File: src/rtl/afe_udma_tx_if.sv
// afe_udma_tx_if: turns tagged ADC samples into one uDMA word write each, fetching the
// L2 address from the sample's subchannel address generator and dropping disabled ones.
module afe_udma_tx_if #(
    parameter int AWIDTH             = 18,
    parameter int ADC_SUBCH_ID_WIDTH = 2,
    parameter int N_SUBCH            = 4,
    parameter int DROP_CNT_WIDTH     = 16
) (
    input  logic                          clk_i,
    input  logic                          rstn_i,
    input  logic                          sample_valid_i,
    output logic                          sample_ready_o,
    input  logic [31:0]                   sample_data_i,
    input  logic [ADC_SUBCH_ID_WIDTH-1:0] sample_subch_id_i,
    input  logic [N_SUBCH*AWIDTH-1:0]     cfg_curr_addr_i,
    input  logic [N_SUBCH-1:0]            cfg_en_i,
    output logic                          udma_req_o,
    input  logic                          udma_gnt_i,
    output logic [AWIDTH-1:0]             udma_addr_o,
    output logic [31:0]                   udma_data_o,
    output logic [1:0]                    udma_datasize_o,
    output logic                          udma_vtransfer_o,
    output logic [ADC_SUBCH_ID_WIDTH-1:0] udma_subch_id_o,
    input  logic                          drop_clr_i,
    output logic [DROP_CNT_WIDTH-1:0]     drop_cnt_o
);
    typedef enum logic {IDLE, REQ} state_t;

    state_t                          r_state, w_state_nxt;
    logic [AWIDTH-1:0]               r_addr;
    logic [31:0]                     r_data;
    logic [ADC_SUBCH_ID_WIDTH-1:0]   r_subch;
    logic [DROP_CNT_WIDTH-1:0]       r_drop_cnt;
    logic                            w_en, w_accept, w_drop;

    // Ids beyond the implemented subchannels count as disabled.
    assign w_en     = (int'(sample_subch_id_i) < N_SUBCH) && cfg_en_i[sample_subch_id_i];
    assign w_accept = (r_state == IDLE) && sample_valid_i && w_en;
    assign w_drop   = (r_state == IDLE) && sample_valid_i && !w_en;

    always_comb begin
        w_state_nxt = r_state;
        if (r_state == IDLE)
            w_state_nxt = w_accept ? REQ : IDLE;
        else
            w_state_nxt = udma_gnt_i ? IDLE : REQ;
    end

    always_ff @(posedge clk_i or negedge rstn_i) begin
        if (!rstn_i)
            r_state <= IDLE;
        else
            r_state <= w_state_nxt;
    end

    // Address is captured at accept so later generator reloads cannot corrupt the pending write.
    always_ff @(posedge clk_i or negedge rstn_i) begin
        if (!rstn_i) begin
            r_addr     <= '0;
            r_data     <= '0;
            r_subch    <= '0;
            r_drop_cnt <= '0;
        end else begin
            if (w_accept) begin
                r_addr  <= cfg_curr_addr_i[sample_subch_id_i*AWIDTH +: AWIDTH];
                r_data  <= sample_data_i;
                r_subch <= sample_subch_id_i;
            end
            if (drop_clr_i)
                r_drop_cnt <= '0;
            else if (w_drop && r_drop_cnt != '1)
                r_drop_cnt <= r_drop_cnt + 1'b1;
        end
    end

    assign sample_ready_o   = (r_state == IDLE);
    assign udma_req_o       = (r_state == REQ);
    assign udma_vtransfer_o = udma_req_o & udma_gnt_i;
    assign udma_addr_o      = r_addr;
    assign udma_data_o      = r_data;
    assign udma_subch_id_o  = r_subch;
    assign udma_datasize_o  = 2'b10;
    assign drop_cnt_o       = r_drop_cnt;
endmodule
File: config.mk
export PLATFORM = sky130hd
export DESIGN_NAME = afe_udma_tx_if
export DESIGN_NICKNAME = d
export VERILOG_FILES = /design/src/rtl/afe_udma_tx_if.sv
export SDC_FILE = /design/constraint.sdc
export NUM_CORES = 1
export LEC_CHECK = 0
export ABC_AREA = 1
export BUFFER_PORTS_ARGS = -buffer_cell sky130_fd_sc_hd__buf_4
export CAP_MARGIN = 25
export CORE_MARGIN = 2
export CORE_UTILIZATION = 46
export DETAILED_ROUTE_END_ITERATION = 16
export PLACE_DENSITY = 0.86
export SLEW_MARGIN = 20
export SYNTH_ARGS = -nofsm -noshare
export SYNTH_HDL_FRONTEND = slang
export SYNTH_SLANG_ARGS = --single-unit
export TNS_END_PERCENT = 20
File: constraint.sdc
create_clock -name clk_i -period 1.9 [get_ports clk_i]
set_input_delay 0.095 -clock clk_i [delete_from_list [all_inputs] [get_ports clk_i]]
set_output_delay 0.095 -clock clk_i [all_outputs]
set_load 0.05 [all_outputs]
==> run summary, run 1 <==
==========================================================================================
Via count of the routed design                                                        3981
Ranking of synthesized cells by instance count                                sky130_fd_sc_hd__nand2_1 (121), sky130_fd_sc_hd__dfrtp_1 (69), sky130_fd_sc_hd__inv_1 (69)
Worst Max-Slew Pin Slew                                                          0.5585 ns
Critical hold path startpoint                                                 sample_data_i[14]
Number of sinks on the clock net                                                        69
Global-route congestion overflow total                                                   0
Number of max-cap violations                                                             0
Worst hold-check slack                                                          0.01499 ns
Number of top-level pins                                                               188
Main flop type after synthesis                                                sky130_fd_sc_hd__dfrtp_1
Post-synth cell types                                                                   26
Number of failing setup endpoints in the final timing report                             0
Starting density of the core                                                        47.55%
Hold-critical path depth                                                                 3
Hold violation count in the final report                                                 0
Die area                                                                          8762 µm²
Maximum number of pins on one net before global-route repair                            50
Part of the Yosys area used for sequential elements                                 46.75%
Number of register bits inferred by synthesis                                           69
Pre-CTS setup slack                                                              0.2054 ns
Slack of the worst reg-to-reg path                                                 0.19 ns
Antenna violations before repair                                                         0
R2R depth                                                                                9
Antenna diodes                                                                           0
CTS max path bufs                                                                        2
Largest clock skew in the final design                                          0.01067 ns
Startpoint type of the worst setup path                                           register
Proportion of netlist area held by the largest area contributor                     46.75%
Vias per std cell                                                                    4.989
Headroom to the max-slew limit                                                      62.76%
Overall routed net length                                                         10.30 mm
Minimum period implied by the final worst setup slack                             1.706 ns
Clock root buffer                                                             sky130_fd_sc_hd__clkbuf_8
First-pass GRT wire length                                                        16.74 mm
Post-synth design cell area                                                       3694 µm²
Initial DRC Count                                                                      140
Clock edge transition at the registers on the reported setup and hold paths        0.07 ns
Share of cells above drive strength 1                                               31.90%
EDFF count, synth                                                                        0
# nets final                                                                           807
CP Data Required Time                                                              2.16 ns
Type of the worst setup path                                                  register to register
CTS tree                                                                              done
Drt pass-1 iters                                                                         6
Die Ht                                                                            93.61 µm
Port bufs                                                                              185
Core ar.                                                                          7767 µm²
Number of warnings issued by yosys                                                       0
Arr. time, crit path                                                               1.97 ns
Reg-to-reg endpoint                                                           drop_cnt_o[8]$_DFFE_PN0P_
Fillers                                                                                600
Area added between synthesis and finish                                             50.68%
Final setup slack of the worst path                                              0.1936 ns
Power density over the cells                                                   1038 nW/µm²
Cell Count Post-Placement                                                              767
Hpwl dp                                                                           7.741 mm
Largest voltage drop on the vdd net                                              0.4997 mV
Dominant cell by count in the synthesized netlist                             sky130_fd_sc_hd__nand2_1
Result of the run                                                             complete, no violations
Reg2Reg Launch Point                                                          drop_cnt_o[0]$_DFFE_PN0P_
Endpoint with the worst hold slack                                            udma_data_o[14]$_DFFE_PN0P_
Number of antenna-violating nets in the routed design                                    0
Net count after synthesis                                                              615
Post-layout total power                                                            5775 µW
Remaining design rule violation count                                                    0
Vias in the first global route                                                        3837
Number of levels in the clock H-tree                                                     3
Dominant cell type by area after synthesis                                    sky130_fd_sc_hd__dfrtp_1
Synthesized netlist cell count                                                         499
Number of standard cells in the layout, taps in and fillers out                        798
Tightest Hold Check Type                                                      primary input to register
Synth async-reset ratio                                                             100.0%
Post-CTS Setup Inserts                                                                   0
CP Max Fanout                                                                           14
Insertion delay to the later sink of the worst-skew pair                           0.33 ns
Fin Setup TNS                                                                         0 ns
Final critical-path share of the clock period                                       89.81%
Leakage dissipation                                                            0.003032 µW
Total track usage                                                                   23.73%
Post-Syn Area per Cell                                                           7.402 µm²
Final weighted congestion in routability-driven placement                           0.8246
Row cnt                                                                                 32
Max-slew violations                                                                      0
CTS buffer count                                                                         9
Chip width                                                                        93.61 µm
Leading post-synthesis cells by cell area                                     sky130_fd_sc_hd__dfrtp_1 (47%), sky130_fd_sc_hd__nand2_1 (12%), sky130_fd_sc_hd__o21ai_1 (8.0%)
Wire length per cell                                                              12.90 µm
Maximum clock frequency                                                          586.0 MHz
Kind of end point of the critical path                                            register
Setup repair after global routing missed its margin                                  false
==========================================================================================
## layer usage
| layer | track usage (%) | wire (µm) |
|---|---|---|
| met1 | 26.95 | 4014 |
| met2 | 42.63 | 5240 |
| met3 | 5.560 | 771 |
| met4 | 9.903 | 272 |
| met5 | 0 | 0 |
## cell type report
type,count,area (µm²),area share [%]
flip-flops and latches,69,1728,31.05
repair buffers,209,1619,29.09
multi-input cells,331,1577,28.33
inverters,71,266.5,4.789
clock buffers,10,137.6,2.473
well taps,102,127.6,2.293
clock inverters,6,110.1,1.978
## logic make-up after synthesis
group	synth area share [%]
AND/OR/NAND/NOR	25.03
XOR/XNOR	1.186
other	0.2033
flip-flops	46.75
buffers and inverters	10.84
AO/OA/AOI/OAI	15.65
adder cells (fa/ha/maj)	0.3387
## cell usage in the layout, fill, tap and decap left out, drive strengths merged, types with 3 or more instances in the layout
cell type,instances
bufinv,3
dlygate4sd3,15
o22ai,18
inv,70
o21ai,90
buf,194
xor2,5
nand3,23
nand4,6
clkbuf,10
nand3b,4
nor2,54
nand2,124
dfrtp,69
## per-stage QoR
step                cell area, µm²  util (%)
floorplan                     3695         -
global placement              5165     66.49
detailed placement            5165     66.49
CTS                           5563     71.62
global route                  5565     71.65
finish                        5565     71.65
## what timing repair did
item / CTS / global route
endpoints found under the setup margin: 0 / 1
endpoints found under the hold margin: 56 / 0
resized for setup: 0 / 1
hold buffers: 15 / 0
## critical path, cell delays in order, from the launching register on
cell and delay (ns):
sky130_fd_sc_hd__dfrtp_1 0.42, sky130_fd_sc_hd__ha_2 0.23, sky130_fd_sc_hd__nand2_1 0.09, sky130_fd_sc_hd__nor2_4 0.17
sky130_fd_sc_hd__nand2_4 0.10, sky130_fd_sc_hd__nor2_8 0.14, sky130_fd_sc_hd__nor2_4 0.10, sky130_fd_sc_hd__nor2_4 0.24
sky130_fd_sc_hd__nand2_1 0.08, sky130_fd_sc_hd__nand2_1 0.08
## where the power goes
part / switching (µW) / total, µW / internal [µW]
logic: 1620 / 2380 / 759
registers: 174 / 1940 / 1760
clock network: 548 / 1450 / 905
total: 2350 / 5780 / 3430
## sequential cells by signal, summed over array words and instances (netlist names)
name	cells
udma_req_o	1
drop_cnt_o	16
udma_data_o	32
udma_subch_id_o	2
udma_addr_o	18
## worst max-delay path by stage
stage | startpoint | endpoint | slack (ns) | depth (start not counted)
floorplan | drop_cnt_o[0]$_DFFE_PN0P_ | drop_cnt_o[7]$_DFFE_PN0P_ | 0.005 | 9
global placement | drop_cnt_o[0]$_DFFE_PN0P_ | drop_cnt_o[1]$_DFFE_PN0P_ | 0.27 | 9
detailed placement | drop_cnt_o[0]$_DFFE_PN0P_ | drop_cnt_o[13]$_DFFE_PN0P_ | 0.21 | 9
CTS | drop_cnt_o[0]$_DFFE_PN0P_ | drop_cnt_o[8]$_DFFE_PN0P_ | 0.18 | 9
global route | drop_cnt_o[0]$_DFFE_PN0P_ | drop_cnt_o[0]$_DFFE_PN0P_ | 0.03 | 9
finish | drop_cnt_o[0]$_DFFE_PN0P_ | drop_cnt_o[8]$_DFFE_PN0P_ | 0.19 | 9
Note: power is estimated with default switching activity, not from simulation.
==> run 2, diff against run 1 <==
--- a/config.mk
+++ b/config.mk
@@ -5,13 +5,13 @@
 export SDC_FILE = /design/constraint.sdc
 export NUM_CORES = 1
 export LEC_CHECK = 0
-export ABC_AREA = 1
 export BUFFER_PORTS_ARGS = -buffer_cell sky130_fd_sc_hd__buf_4
 export CAP_MARGIN = 25
+export CORE_ASPECT_RATIO = 0.9
 export CORE_MARGIN = 2
-export CORE_UTILIZATION = 46
+export CORE_UTILIZATION = 44
 export DETAILED_ROUTE_END_ITERATION = 16
-export PLACE_DENSITY = 0.86
+export PLACE_DENSITY = 0.85
 export SLEW_MARGIN = 20
 export SYNTH_ARGS = -nofsm -noshare
 export SYNTH_HDL_FRONTEND = slang
==> run summary, run 2 <==
==========================================================================================
Result of the run                                                             complete, no violations   unchanged
CP max stage delay                                                                 0.41 ns   was 0.42 ns
Share of cells above drive strength 1                                               64.95%   was 31.90%
Initial DRC Count                                                                       72   was 140
Share of synthesized area spent on multiplexers                                     31.15%   was 0%
Remaining design rule violation count                                                    0   unchanged
Overall routed net length                                                         9.354 mm   was 10.30 mm
Final critical-path share of the clock period                                       93.67%   was 89.81%
Headroom to the max-slew limit                                                      42.80%   was 62.76%
CTS max path bufs                                                                        2   unchanged
Number of max-cap violations                                                             0   unchanged
Drt pass-1 iters                                                                         4   was 6
Main flop type after synthesis                                                sky130_fd_sc_hd__dfrtp_1   unchanged
Area occupied by multi-input gates                                                1515 µm²   was 1577 µm²
Slack of the worst reg-to-reg path                                                 0.12 ns   was 0.19 ns
Family of cells with the greatest summed delay on the critical path           simple AND/OR/NAND/NOR gates   unchanged
Power density over the cells                                                   1095 nW/µm²   was 1038 nW/µm²
Combinational fraction of design power                                               46.6%   was 41.3%
Number of warnings issued by yosys                                                       0   unchanged
Post-Syn Area per Cell                                                           14.35 µm²   was 7.402 µm²
Row cnt                                                                                 29   was 32
Insertion delay to the later sink of the worst-skew pair                           0.34 ns   was 0.33 ns
Number of top-level pins                                                               188   unchanged
Fillers                                                                                460   was 600
Part of the Yosys area used for sequential elements                                 52.55%   was 46.75%
Vias per std cell                                                                    5.072   was 4.989
Final setup slack of the worst path                                              0.1203 ns   was 0.1936 ns
Post-synthesis compound-gate area fraction                                          3.770%   was 15.65%
Number of buffers and inverters on the critical path                                     1   was 0
Minimum period implied by the final worst setup slack                             1.780 ns   was 1.706 ns
Leading post-synthesis cells by cell area                                     sky130_fd_sc_hd__dfrtp_1 (53%), sky130_fd_sc_hd__mux2_2 (18%), sky130_fd_sc_hd__mux4_2 (13%)   was sky130_fd_sc_hd__dfrtp_1 (47%), sky130_fd_sc_hd__nand2_1 (12%), sky130_fd_sc_hd__o21ai_1 (8.0%)
Clock power share                                                                    19.4%   was 25.2%
Total track usage                                                                   23.24%   was 23.73%
Reg2Reg Launch Point                                                          drop_cnt_o[0]$_DFFE_PN0P_   unchanged
Synth async-reset ratio                                                             100.0%   unchanged
Global-route congestion overflow total                                                   0   unchanged
Number of register bits inferred by synthesis                                           69   unchanged
Final weighted congestion in routability-driven placement                           0.8379   was 0.8246
Psw                                                                                2497 µW   was 2347 µW
Wire length per cell                                                              16.76 µm   was 12.90 µm
Type of the worst setup path                                                  register to register   unchanged
Clock root buffer                                                             sky130_fd_sc_hd__clkbuf_8   unchanged
Sequential cell area in the final layout                                          1739 µm²   was 1728 µm²
Kind of end point of the critical path                                            register   unchanged
Leading cell type in the layout, fill and taps excluded                       sky130_fd_sc_hd__buf_4   unchanged
Vias in the first global route                                                        2956   was 3837
Post-synth design cell area                                                       3286 µm²   was 3694 µm²
Ranking of synthesized cells by instance count                                sky130_fd_sc_hd__dfrtp_1 (69), sky130_fd_sc_hd__mux2_2 (52), sky130_fd_sc_hd__mux4_2 (19)   was sky130_fd_sc_hd__nand2_1 (121), sky130_fd_sc_hd__dfrtp_1 (69), sky130_fd_sc_hd__inv_1 (69)
First-pass GRT wire length                                                        14.43 mm   was 16.74 mm
Critical Path Source                                                          drop_cnt_o[0]$_DFFE_PN0P_   unchanged
Levels on crit path                                                                      7   was 9
Port bufs                                                                              185   unchanged
Die Ht                                                                            85.98 µm   was 93.61 µm
Die area                                                                          8176 µm²   was 8762 µm²
Via count of the routed design                                                        2830   was 3981
XOR/XNOR Fraction of Synth Area                                                     2.666%   was 1.186%
Internal power of the cells                                                        3445 µW   was 3429 µW
R2R depth                                                                                7   was 9
Worst hold-check slack                                                          0.03669 ns   was 0.01499 ns
Tightest Hold Check Type                                                      primary input to register   unchanged
Dominant cell type by area after synthesis                                    sky130_fd_sc_hd__dfrtp_1   unchanged
Number of antenna-violating nets in the routed design                                    0   unchanged
Maximum number of pins on one net before global-route repair                            70   was 50
Setup repair after global routing missed its margin                                   true   was false
Max-slew violations                                                                      0   unchanged
Post-synthesis adder-cell area fraction                                            0.3808%   was 0.3388%
Post-synthesis simple-gate area fraction                                            7.159%   was 25.03%
Hpwl dp                                                                           6.597 mm   was 7.741 mm
Area added between synthesis and finish                                             65.19%   was 50.68%
CTS buffer count                                                                         9   unchanged
Chip width                                                                        95.09 µm   was 93.61 µm
Antenna violations before repair                                                         0   unchanged
Reg-to-reg endpoint                                                           drop_cnt_o[11]$_DFFE_PN0P_   was drop_cnt_o[8]$_DFFE_PN0P_
CP Data Required Time                                                              2.12 ns   was 2.16 ns
Most frequent cells in the layout                                             sky130_fd_sc_hd__buf_4 (196), sky130_fd_sc_hd__dfrtp_1 (59), sky130_fd_sc_hd__mux2_2 (52), sky130_fd_sc_hd__dlygate4sd3_1 (34), sky130_fd_sc_hd__mux4_2 (19)   was sky130_fd_sc_hd__buf_4 (193), sky130_fd_sc_hd__nand2_1 (121), sky130_fd_sc_hd__inv_1 (69), sky130_fd_sc_hd__dfrtp_1 (68), sky130_fd_sc_hd__o21ai_1 (59)
Post-synth cell types                                                                   31   was 26
Startpoint type of the worst setup path                                           register   unchanged
Maximum clock frequency                                                          561.9 MHz   was 586.0 MHz
Starting density of the core                                                        45.97%   was 47.55%
Proportion of netlist area held by the largest area contributor                     52.55%   was 46.75%
EDFF count, synth                                                                        0   unchanged
Number of failing setup endpoints in the final timing report                             0   unchanged
Hold violation count in the final report                                                 0   unchanged
Largest voltage drop on the vdd net                                              0.6097 mV   was 0.4997 mV
Arr. time, crit path                                                               2.00 ns   was 1.97 ns
Number of levels in the clock H-tree                                                     3   unchanged
Dominant combinational cell family by area after synthesis                    multiplexers   was simple AND/OR/NAND/NOR gates
Worst Max-Slew Pin Slew                                                          0.8580 ns   was 0.5585 ns
Antenna diodes                                                                           0   unchanged
Critical hold path startpoint                                                   drop_clr_i   was sample_data_i[14]
# nets final                                                                           576   was 807
Net count after synthesis                                                              345   was 615
Synthesized netlist cell count                                                         229   was 499
Flip-flop count of the largest register, all copies and words added                     32   unchanged
Library cell contributing the largest single delay on the critical path       sky130_fd_sc_hd__dfrtp_2   was sky130_fd_sc_hd__dfrtp_1
Flop pwr share                                                                       33.9%   was 33.6%
Leakage dissipation                                                            0.002550 µW   was 0.003032 µW
Cell breakdown of the critical path                                           ha_4, and3_1, nand4_1, buf_4, o2111ai_1, xor2_1, nor2_1   was ha_2, nand2_1, nor2_4, nand2_4, nor2_8, nor2_4, nor2_4, nand2_1, nand2_1
Switching Fraction                                                                  42.02%   was 40.63%
CP Max Fanout                                                                            5   was 14
Core ar.                                                                          7148 µm²   was 7767 µm²
Number of sinks on the clock net                                                        69   unchanged
Pre-CTS setup slack                                                              0.1242 ns   was 0.2054 ns
Dominant cell by count in the synthesized netlist                             sky130_fd_sc_hd__dfrtp_1   was sky130_fd_sc_hd__nand2_1
Largest clock skew in the final design                                         0.007414 ns   was 0.01067 ns
CTS tree                                                                              done   unchanged
Clock edge transition at the registers on the reported setup and hold paths        0.08 ns   was 0.07 ns
Destination of the critical timing path                                       drop_cnt_o[11]$_DFFE_PN0P_   was drop_cnt_o[8]$_DFFE_PN0P_
==========================================================================================
==> run 2: cell type report <==
class,count,area share [%]
Timing Repair Buffer,233,34.32
Sequential cell,69,32.04
Multi-Input combinational cell,146,27.92
Clock buffer,9,2.282
Tap cell,93,2.144
Clock inverter,7,1.222
Inverter,1,0.06916
==> run 2: worst min path at each step <==
stage | slack, ns | cells past startpoint | end
2_1_floorplan | -0.20 | 0 | drop_cnt_o[0]$_DFFE_PN0P_
5_1_grt | 0.04 | 2 | drop_cnt_o[5]$_DFFE_PN0P_
3_3_place_gp | 0.25 | 1 | drop_cnt_o[4]$_DFFE_PN0P_
6_report | 0.04 | 2 | drop_cnt_o[5]$_DFFE_PN0P_
4_1_cts | 0.02 | 2 | drop_cnt_o[5]$_DFFE_PN0P_
3_5_place_dp | 0.27 | 1 | drop_cnt_o[4]$_DFFE_PN0P_
==> run 2: logic make-up after synthesis <==
logic type	after synthesis
AOI/OAI and AO/OA	19
muxes	72
buffers and inverters	14
and+or+nand+nor	42
adders and majority gates	1
DFF	69
other	2
xor gates and xnor gates	10
==> run 2: power by group through the flow <==
stage	combinational (µW)	clock [µW]	sequential, µW
final	2770	1160	2010
after global routing	2880	1260	2060
after global placement	2680	0	2010
after floorplan	509	0	3270
after CTS	2780	1190	2010
after detailed placement	2720	0	2040
==> run 2: stage by stage <==
| stage | instances | cell area [µm²] | utilization [%] | power (µW) | TNS [ns] |
|---|---|---|---|---|---|
| final | 558 | 5428 | 75.93 | 5942 | 0 |
| after global routing | 558 | 5428 | 75.93 | 6197 | -0.01229 |
| after CTS | 556 | 5401 | 75.56 | 5978 | 0 |
| after detailed placement | 506 | 4871 | 68.14 | 4759 | 0 |
| after global placement | 506 | 4871 | 68.14 | 4693 | 0 |
| after floorplan | 229 | 3311 | - | 3783 | -0.04049 |
==> run 2: worst register-to-register path: stages (launching register included) <==
cell and delay, ns:
sky130_fd_sc_hd__dfrtp_2 0.41, sky130_fd_sc_hd__ha_4 0.17, sky130_fd_sc_hd__and3_1 0.16, sky130_fd_sc_hd__nand4_1 0.23
sky130_fd_sc_hd__buf_4 0.23, sky130_fd_sc_hd__o2111ai_1 0.23, sky130_fd_sc_hd__xor2_1 0.18, sky130_fd_sc_hd__nor2_1 0.06
==> run 2: timing repair <==
item                                    in CTS  in global routing
endpoints found under the hold margin      102                  0
buffers inserted                             0                  2
hold buffers                                34                  0
resized for setup                            0                  2
endpoints found under the setup margin       0                  2
==> run 2: layer usage <==
metal / vias to the layer above / routed length, µm / global-route usage [%]
met3: 18 / 673 / 6.239
met1: 1368 / 3347 / 26.29
met5: - / 0 / 0
met2: 126 / 5112 / 41.42
met4: 0 / 221 / 9.223
li1: 1318 / - / -
==> run 3, diff against run 2 <==
--- a/config.mk
+++ b/config.mk
@@ -9,9 +9,10 @@
 export CAP_MARGIN = 25
 export CORE_ASPECT_RATIO = 0.9
 export CORE_MARGIN = 2
-export CORE_UTILIZATION = 44
+export CORE_UTILIZATION = 46
+export CTS_BUF_LIST = sky130_fd_sc_hd__clkbuf_4
 export DETAILED_ROUTE_END_ITERATION = 16
-export PLACE_DENSITY = 0.85
+export PLACE_DENSITY = 0.88
 export SLEW_MARGIN = 20
 export SYNTH_ARGS = -nofsm -noshare
 export SYNTH_HDL_FRONTEND = slang
==> run summary, run 3 (same netlist as run 2, synthesis figures left out) <==
==========================================================================================
Global-route congestion overflow total                                                   0   unchanged
Result of the run                                                             complete, no violations   unchanged
Utilization after layout                                                            76.61%   was 75.93%
CTS max path bufs                                                                        2   unchanged
Row cnt                                                                                 29   unchanged
Starting density of the core                                                        46.92%   was 45.97%
Hpwl dp                                                                           6.627 mm   was 6.597 mm
Final critical-path share of the clock period                                       96.53%   was 93.67%
Drt pass-1 iters                                                                         4   unchanged
Number of sinks on the clock net                                                        69   unchanged
CTS tree                                                                              done   unchanged
CP Max Fanout                                                                            5   unchanged
Area occupied by multi-input gates                                                1514 µm²   was 1515 µm²
Chip width                                                                        93.09 µm   was 95.09 µm
Antenna diodes                                                                           0   unchanged
Vias per std cell                                                                    5.213   was 5.072
Headroom to the max-slew limit                                                      63.76%   was 42.80%
Area after detailed placement                                                     4841 µm²   was 4871 µm²
Share of cells above drive strength 1                                               64.07%   was 64.95%
Number of max-cap violations                                                             0   unchanged
Kind of end point of the critical path                                            register   unchanged
Type of the worst setup path                                                  register to register   unchanged
Core ar.                                                                          7003 µm²   was 7148 µm²
Leading cell type in the layout, fill and taps excluded                       sky130_fd_sc_hd__buf_4   unchanged
Leakage dissipation                                                            0.002517 µW   was 0.002550 µW
CP Data Required Time                                                              2.19 ns   was 2.12 ns
Die area                                                                          7835 µm²   was 8176 µm²
Startpoint type of the worst setup path                                           register   unchanged
Initial DRC Count                                                                       36   was 72
Arr. time, crit path                                                               2.12 ns   was 2.00 ns
Clock edge transition at the registers on the reported setup and hold paths        0.12 ns   was 0.08 ns
Fillers                                                                                437   was 460
Via count of the routed design                                                        2893   was 2830
# nets final                                                                           573   was 576
Final weighted congestion in routability-driven placement                           0.8685   was 0.8379
Maximum clock frequency                                                          545.2 MHz   was 561.9 MHz
Number of levels in the clock H-tree                                                     3   unchanged
Total track usage                                                                   24.73%   was 23.24%
Wire length per cell                                                              16.91 µm   was 16.76 µm
Max-slew violations                                                                      0   unchanged
Number of antenna-violating nets in the routed design                                    0   unchanged
Number of failing setup endpoints in the final timing report                             0   unchanged
Maximum number of pins on one net before global-route repair                            51   was 70
Fin Setup TNS                                                                         0 ns   unchanged
Remaining design rule violation count                                                    0   unchanged
Worst hold-check slack                                                           0.1236 ns   was 0.03669 ns
Minimum period implied by the final worst setup slack                             1.834 ns   was 1.780 ns
Worst Max-Slew Pin Slew                                                          0.5436 ns   was 0.8580 ns
Clock root buffer                                                             sky130_fd_sc_hd__clkbuf_4   was sky130_fd_sc_hd__clkbuf_8
Largest clock skew in the final design                                          0.01626 ns   was 0.007414 ns
Tightest Hold Check Type                                                      primary input to register   unchanged
Area added between synthesis and finish                                             63.29%   was 65.19%
Hold violation count in the final report                                                 0   unchanged
Overall routed net length                                                         9.384 mm   was 9.354 mm
Number of top-level pins                                                               188   unchanged
Flip-flop count of the largest register, all copies and words added                     32   unchanged
R2R depth                                                                                7   unchanged
Vias in the first global route                                                        3213   was 2956
First-pass GRT wire length                                                        14.88 mm   was 14.43 mm
Die Ht                                                                            84.18 µm   was 85.98 µm
Port bufs                                                                              185   unchanged
Antenna violations before repair                                                         0   unchanged
Post-route standard cell area excluding fillers                                   5365 µm²   was 5428 µm²
Largest voltage drop on the vdd net                                              0.6024 mV   was 0.6097 mV
Most frequent cells in the layout                                             sky130_fd_sc_hd__buf_4 (193), sky130_fd_sc_hd__dfrtp_1 (59), sky130_fd_sc_hd__mux2_2 (52), sky130_fd_sc_hd__dlygate4sd3_1 (35), sky130_fd_sc_hd__mux4_2 (19)   was sky130_fd_sc_hd__buf_4 (196), sky130_fd_sc_hd__dfrtp_1 (59), sky130_fd_sc_hd__mux2_2 (52), sky130_fd_sc_hd__dlygate4sd3_1 (34), sky130_fd_sc_hd__mux4_2 (19)
Sequential cell area in the final layout                                          1739 µm²   unchanged
CTS buffer count                                                                         9   unchanged
Hold-critical path depth                                                                 3   was 2
Post-layout total power                                                            5840 µW   was 5942 µW
Insertion delay to the later sink of the worst-skew pair                           0.40 ns   was 0.34 ns
Power density over the cells                                                   1089 nW/µm²   was 1095 nW/µm²
==========================================================================================
==> run 3: path summary, 6_finish.rpt <==
check | startpoint | end | slack (ns)
min in group asynchronous | rstn_i | drop_cnt_o[5]$_DFFE_PN0P_ | 0.20
worst min-delay path | sample_valid_i | udma_req_o$_DFF_PN0_ | 0.12
worst min register to register | udma_data_o[22]$_DFFE_PN0P_ | udma_data_o[22]$_DFFE_PN0P_ | 0.51
max in group asynchronous | rstn_i | udma_req_o$_DFF_PN0_ | 1.14
worst max-delay path | drop_cnt_o[0]$_DFFE_PN0P_ | drop_cnt_o[12]$_DFFE_PN0P_ | 0.07
worst max register to register | drop_cnt_o[0]$_DFFE_PN0P_ | drop_cnt_o[12]$_DFFE_PN0P_ | 0.07
==> run 3: worst max-delay path, stage by stage, from the launching register on <==
cell	delay (ns)
sky130_fd_sc_hd__dfrtp_2	0.44
sky130_fd_sc_hd__ha_4	0.17
sky130_fd_sc_hd__and3_1	0.17
sky130_fd_sc_hd__nand4_1	0.26
sky130_fd_sc_hd__buf_4	0.26
sky130_fd_sc_hd__nor3b_1	0.22
sky130_fd_sc_hd__xnor2_1	0.15
sky130_fd_sc_hd__nor2_1	0.05
==> run 3: area by class of cell <==
| class | count | area share, % |
|---|---|---|
| multi-input combinational | 146 | 28.22 |
| timing repair buffer | 230 | 34.28 |
| clock buffer | 10 | 1.399 |
| tap | 93 | 2.169 |
| sequential | 69 | 32.42 |
| clock inverter | 6 | 1.446 |
| inverter | 1 | 0.06996 |
==> run 3: metal layers <==
layer	GRT usage, %	part of all wire [%]	vias to the layer above	wire length [µm]
met4	10.16	3.0	0	284
li1	-	-	1311	-
met2	46.57	56	130	5275
met1	25.29	34	1426	3226
met3	7.361	6.4	26	598
met5	0	0	-	0
==> run 3: metrics by stage <==
step	worst slack (ns)	std cells
after floorplan	-0.04049	229
after global placement	0.1470	502
after detailed placement	0.07848	502
after CTS	0.03503	553
after global routing	-0.05031	555
final	0.06591	555
==> run 3: what timing repair did <==
| action | CTS | global route |
|---|---|---|
| buffers inserted | 0 | 2 |
| gates resized for setup | 0 | 1 |
| hold buffers | 35 | 0 |
| endpoints found under the setup margin | 0 | 11 |
| hold endpoints to repair | 91 | 0 |
==> run 3: power by group <==
part | switching, µW | total [µW] | internal (µW)
sequential | 196 | 2010 | 1820
combinational | 1760 | 2780 | 1020
clock | 510 | 1050 | 537
total | 2470 | 5840 | 3370
